**config.mk**
```make
export PLATFORM = sky130hd
export DESIGN_NAME = phase_sequence_monitor
export DESIGN_NICKNAME = d
export VERILOG_FILES = /design/src/rtl/phase_mon_pkg.sv /design/src/rtl/phase_step_classifier.sv /design/src/rtl/phase_sequence_monitor.sv
export SDC_FILE = /design/constraint.sdc
export NUM_CORES = 1
export LEC_CHECK = 0
export BUFFER_PORTS_ARGS = -buffer_cell sky130_fd_sc_hd__buf_4
export CAP_MARGIN = 20
export CELL_PAD_IN_SITES_DETAIL_PLACEMENT = 0
export CELL_PAD_IN_SITES_GLOBAL_PLACEMENT = 1
export CORE_MARGIN = 2
export CORE_UTILIZATION = 42
export DETAILED_ROUTE_END_ITERATION = 10
export PLACE_DENSITY_LB_ADDON = 0.1
export SETUP_SLACK_MARGIN = 0.15
export SKIP_CTS_REPAIR_TIMING = 1
export SLEW_MARGIN = 30
export SYNTH_ARGS = -nofsm -noshare
export SYNTH_HDL_FRONTEND = slang
export SYNTH_SLANG_ARGS = --single-unit
```
**constraint.sdc**
```tcl
create_clock -name clk -period 1.7 [get_ports clk]
set_input_delay 0.17 -clock clk [delete_from_list [all_inputs] [get_ports clk]]
set_output_delay 0.17 -clock clk [all_outputs]
set_load 0.02 [all_outputs]
```
**src/rtl/phase_mon_pkg.sv**
```systemverilog
// phase_mon_pkg: shared types and helpers for 4-phase one-hot bus monitors
package phase_mon_pkg;
  typedef enum logic [1:0] {IDLE, ACQUIRE, LOCKED} state_e;
  typedef enum logic [1:0] {STEP, HOLD, BAD} step_class_e;
  function automatic logic is_onehot4(input logic [3:0] v);
    return (v != 4'b0000) && ((v & (v - 4'd1)) == 4'b0000);
  endfunction
  function automatic logic [3:0] rot4(input logic [3:0] v, input logic dir);
    return dir ? {v[0], v[3:1]} : {v[2:0], v[3]};
  endfunction
  function automatic logic [1:0] onehot_to_idx(input logic [3:0] v);
    return {v[3] | v[2], v[3] | v[1]};
  endfunction
endpackage

```
**src/rtl/phase_step_classifier.sv**
```systemverilog
// phase_step_classifier: classifies a phase sample against the previous one
module phase_step_classifier
  import phase_mon_pkg::*;
#(
  parameter bit DIR        = 1'b0,
  parameter bit ALLOW_HOLD = 1'b1
) (
  input  logic [3:0]  cur,
  input  logic [3:0]  prev,
  output step_class_e cls
);
  // non-one-hot, disallowed repeats, skips and reversals are all BAD
  always_comb begin
    cls = !is_onehot4(cur) ? BAD :
          (cur == prev) ? (ALLOW_HOLD ? HOLD : BAD) :
          (cur == rot4(prev, DIR)) ? STEP : BAD;
  end
endmodule

```
**src/rtl/phase_sequence_monitor.sv**
```systemverilog
// phase_sequence_monitor: locks onto a rotating one-hot phase bus and counts revolutions
module phase_sequence_monitor
  import phase_mon_pkg::*;
#(
  parameter int CNT_W      = 8,
  parameter int LOCK_CNT   = 4,
  parameter bit DIR        = 1'b0,
  parameter bit ALLOW_HOLD = 1'b1
) (
  input  logic             clk,
  input  logic             rs,
  input  logic [3:0]       q_in,
  output logic             locked,
  output logic             err,
  output logic             cycle_done,
  output logic [CNT_W-1:0] cycle_cnt,
  output logic [1:0]       phase_idx
);
  localparam logic [3:0] WRAP = DIR ? 4'b1000 : 4'b0001;
  state_e           state_q, state_d;
  logic [3:0]       prev_q, step_cnt_q, step_cnt_d, step_inc;
  logic [CNT_W-1:0] cycle_cnt_q, cycle_cnt_d;
  logic             locked_q, err_q, err_d, cycle_done_q, cycle_done_d;
  logic [1:0]       phase_idx_q, phase_idx_d;
  logic             onehot, lock_hit;
  step_class_e      cls;
  phase_step_classifier #(.DIR(DIR), .ALLOW_HOLD(ALLOW_HOLD)) u_cls (
    .cur (q_in),
    .prev(prev_q),
    .cls (cls)
  );
  assign onehot   = is_onehot4(q_in);
  assign step_inc = step_cnt_q + 4'd1;
  assign lock_hit = step_inc == 4'(LOCK_CNT);
  // next-state, counter and pulse decisions for the current sample
  always_comb begin
    state_d      = state_q;
    step_cnt_d   = step_cnt_q;
    cycle_cnt_d  = cycle_cnt_q;
    err_d        = 1'b0;
    cycle_done_d = 1'b0;
    unique case (state_q)
      IDLE: begin
        state_d    = onehot ? ACQUIRE : IDLE;
        step_cnt_d = 4'd0;
      end
      ACQUIRE: begin
        if (cls == STEP) begin
          state_d    = lock_hit ? LOCKED : ACQUIRE;
          step_cnt_d = lock_hit ? 4'd0 : step_inc;
        end else if (cls == BAD) begin
          state_d    = onehot ? ACQUIRE : IDLE;
          step_cnt_d = 4'd0;
        end
      end
      LOCKED: begin
        if (cls == BAD) begin
          err_d      = 1'b1;
          state_d    = onehot ? ACQUIRE : IDLE;
          step_cnt_d = 4'd0;
        end else if (cls == STEP && q_in == WRAP) begin
          cycle_cnt_d  = cycle_cnt_q + CNT_W'(1);
          cycle_done_d = 1'b1;
        end
      end
      default: begin
        state_d    = IDLE;
        step_cnt_d = 4'd0;
      end
    endcase
    phase_idx_d = (state_d == LOCKED) ? onehot_to_idx(q_in) : 2'd0;
  end
  // state, sample history and registered outputs
  always_ff @(posedge clk) begin
    if (rs) begin
      state_q      <= IDLE;
      prev_q       <= 4'd0;
      step_cnt_q   <= 4'd0;
      cycle_cnt_q  <= '0;
      locked_q     <= 1'b0;
      err_q        <= 1'b0;
      cycle_done_q <= 1'b0;
      phase_idx_q  <= 2'd0;
    end else begin
      state_q      <= state_d;
      prev_q       <= q_in;
      step_cnt_q   <= step_cnt_d;
      cycle_cnt_q  <= cycle_cnt_d;
      locked_q     <= state_d == LOCKED;
      err_q        <= err_d;
      cycle_done_q <= cycle_done_d;
      phase_idx_q  <= phase_idx_d;
    end
  end
  assign locked     = locked_q;
  assign err        = err_q;
  assign cycle_done = cycle_done_q;
  assign cycle_cnt  = cycle_cnt_q;
  assign phase_idx  = phase_idx_q;
endmodule

```
==> results by stage <==
Clock tree:
- The later pin in the worst-skew pair is clocked with a latency of 0.30 ns.
- The number of buffers added by the clock tree synthesis step is 3.
- CTS built an H-tree with a depth of 1.
- TritonCTS built the clock tree.
- After clock tree synthesis, the clock-pin slew on the worst setup and hold paths is 0.12 ns.
- The tree is rooted in a clkbuf_4.
- The clock passes through at most 2 buffers.
- For this design, the sink count on the clock tree is 23.

Finish:
- The area growth from synthesis to layout is 26.9%.
- Of the cells placed in the final design, the portion with a size suffix greater than 1 is 0.345.
- The number of antenna diodes is 0.
- In the layout the commonest cells are 26 x buf_4, 21 x dfxtp_1, 14 x nor2_1.
- The library cell used most frequently in the layout, excluding fill and tap cells, is buf_4.
- The net count of the finished layout is 161.
- The final core utilization is 0.548.

GRT:
- The initial antenna violation count is 0.
- The first global-routing pass estimated 3710 um of wire.
- The global-route congestion overflow total is 0.
- Entering global routing, the biggest net connects 18 pins.
- The overall global routing resource usage is 0.148.
- The number of global-route vias before repair is 854.

Floorplan:
- The initial utilization of the core area, before any placement, comes to 0.432.
- In this run the horizontal extent of the chip is 56.8 um.
- The core region is 2710 sq um.
- The number of placement rows is 19.
- The die covers 3230 sq um.
- The floorplan step set the die height to 56.8 um.
- 19 I/O pins were placed.

Timing:
- Setup repair after global routing could not meet its margin everywhere.
- Setup violations remaining at the end of the flow were counted as 5.
- The hold violation total from the final report came to 0.
- Measured against its own limit, the worst slew margin works out to 0.738.
- The max-slew violation total from the final report is 0.
- The maximum operating frequency is 577 MHz.
- Setup slack on the critical path of the routed design comes to -0.0341 ns.
- The worst path in the final design needs a cycle of 1.73 ns, including I/O delays and setup.
- The maximum clock skew at final layout is 0.00151 ns.
- In the finished design, the share of the clock period the worst path needs comes to 1.02.
- The slew of the pin with the lowest slew margin is 0.388 ns.

Pwr:
- The power per unit of standard cell area is 606 nW/um^2.
- The worst supply voltage drop on vdd is 0.000396 V.
- The overall power is 0.901 mW.
- The leakage power of the design is 0.640 nW.

Min path:
- The worst hold path belongs to the class primary input to flop.
- The worst hold path was traced through 2 stages.

Placed design:
- The number of buffers added on ports is 18.
- The routability-driven placement congestion ratio is 0.792.
- The detailed placer's ending HPWL is 1710 um.

Worst setup path:
- In this run the register-to-register setup slack is -0.03 ns.
- The type of the setup path with the least slack is flop to flop.
- In this run the worst path has a maximum fanout of 6.
- The worst register-to-register path has a depth of 8.
- The worst endpoint data arrival time is 1.94 ns.
- The element type at the critical path start is a flop.
- The type of element capturing the critical path is a flop.
- The critical path data required time is 1.90 ns.

Detailed routing:
- The count of nets left with antenna violations once routing finished came out at 0.
- The routed layout has 923 vias.
- The routed length per placed instance is 12.7 um.
- In the routed layout, each cell is associated on average with a via count of 5.16.
- The pre-antenna-repair detailed-routing pass consisted of 4 iterations.
- Wires add up to 2280 um.
- The number of design rule violations left after detail routing is 0.
- For this block, the initial DRC count from the detailed router was 9.

Synthesis:
- The synthesized design contains 23 register bits.
- The Yosys step of the flow raised 0 warnings.
- The area of the mapped netlist is 1170 sq um.
- The post-synthesis average cell area is 9.76 sq um.
- The cell count after synthesis is 120.
- Synthesis produced a netlist with a net count of 132.
- Yosys mapped the design onto 36 distinct sky130hd cell types.
- The share of the Yosys chip area taken by registers is 0.393.

Status:
- The checks that failed: negative setup slack.
- The run finished, with violations left.

Flow run:
- The tool flagged a number of max-cap violations equal to 0.
-- flip-flops by register name, indices dropped and copies added (netlist names) --
name / flops
err: 1
phase_idx: 2
prev_q: 4
cycle_cnt: 8
cycle_done: 1
state_q: 2
step_cnt_q: 4
locked: 1
-- critical path: stages (launching register included) --
cell and delay (ns):
dfxtp_2 0.36, xor2_2 0.16, nor4_4 0.39, and3_4 0.25, buf_6 0.11, buf_12 0.11, buf_6 0.10, xnor2_2 0.09
nor2_1 0.07
-- cells in the mapped netlist --
| library cell | n | area (sq um) |
|---|---|---|
| dfxtp_1 | 23 | 460 |
| nor2_1 | 14 | 52.6 |
| xor2_1 | 11 | 96.3 |
| ha_1 | 6 | 75.1 |
| nand2_1 | 6 | 22.5 |
| and3_1 | 5 | 31.3 |
| nand4_1 | 5 | 31.3 |
| nor2b_1 | 5 | 31.3 |
| xnor2_1 | 5 | 43.8 |
| inv_1 | 4 | 15.0 |
| buf_6 | 3 | 33.8 |
| nor3_1 | 3 | 15.0 |
| nor3b_1 | 3 | 22.5 |
| o21ai_0 | 3 | 15.0 |
| nand3_1 | 2 | 10.0 |
| nor3b_2 | 2 | 25.0 |
| a211oi_2 | 1 | 12.5 |
| a21boi_0 | 1 | 7.51 |
| a21boi_2 | 1 | 11.3 |
| a21oi_1 | 1 | 5.00 |
| a21oi_2 | 1 | 8.76 |
| a31oi_1 | 1 | 6.26 |
| a32o_1 | 1 | 10.0 |
| and4_1 | 1 | 8.76 |
| buf_2 | 1 | 5.00 |
| clkbuf_1 | 1 | 3.75 |
| mux2i_1 | 1 | 10.0 |
| nand3b_1 | 1 | 7.51 |
| nor3_2 | 1 | 10.0 |
| nor4_4 | 1 | 21.3 |
| nor4b_1 | 1 | 8.76 |
| nor4b_2 | 1 | 15.0 |
| o21bai_1 | 1 | 7.51 |
| o22ai_1 | 1 | 6.26 |
| o2bb2ai_1 | 1 | 8.76 |
| xor2_2 | 1 | 16.3 |
-- worst paths after layout --
kind | startpoint | end
worst max-delay path | prev_q[2] | cycle_cnt[0]
worst min-delay path | q_in[0] | prev_q[0]
worst max register to register | prev_q[2] | cycle_cnt[0]
worst min register to register | step_cnt_q[1] | step_cnt_q[1]
-- report_power, final --
part | total [mW] | switching, mW | internal [mW]
clock | 0.246 | 0.155 | 0.0914
sequential | 0.552 | 0.00650 | 0.546
combinational | 0.103 | 0.0571 | 0.0455
-- logic make-up (layout without fill, tap and decap cells) --
| group | Yosys count | after routing | share of synthesized area |
|---|---|---|---|
| AND/OR/NAND/NOR | 51 | 51 | 0.267 |
| multiplexers | 1 | 1 | 0.00855 |
| adder cells (fa/ha/maj) | 6 | 6 | 0.0641 |
| buffers and inverters | 9 | 37 | 0.0491 |
| flip-flops | 23 | 23 | 0.393 |
| XOR/XNOR | 17 | 17 | 0.134 |
| AO/OA/AOI/OAI | 13 | 13 | 0.0844 |
-- area by class of cell --
| type | count | area [sq um] |
|---|---|---|
| Multi-Input combinational cell | 88 | 706 |
| Fill cell | 271 | 1220 |
| Tap cell | 31 | 38.8 |
| Sequential cell | 23 | 463 |
| Timing Repair Buffer | 29 | 238 |
| Inverter | 4 | 15.0 |
| Clock buffer | 4 | 26.3 |
-- stage by stage --
stage	hold slack (ns)	instances	instance area [sq um]	TNS (ns)	worst slack [ns]
finish	0.131	179	1490	-0.0964	-0.0341
floorplan	0.234	120	1190	0	0.144
CTS	0.115	177	1410	0	0.000984
global placement	0.442	173	1380	0	0.00121
global route	0.135	179	1490	-1.79	-0.190
detailed placement	0.449	173	1380	0	0.00339
-- layer usage --
layer	track usage	share of wire
met5	0	0
met4	0.0797	0.0097
met3	0.0253	0.025
met2	0.261	0.54
met1	0.168	0.43
Power figures use the tool's default switching activity.
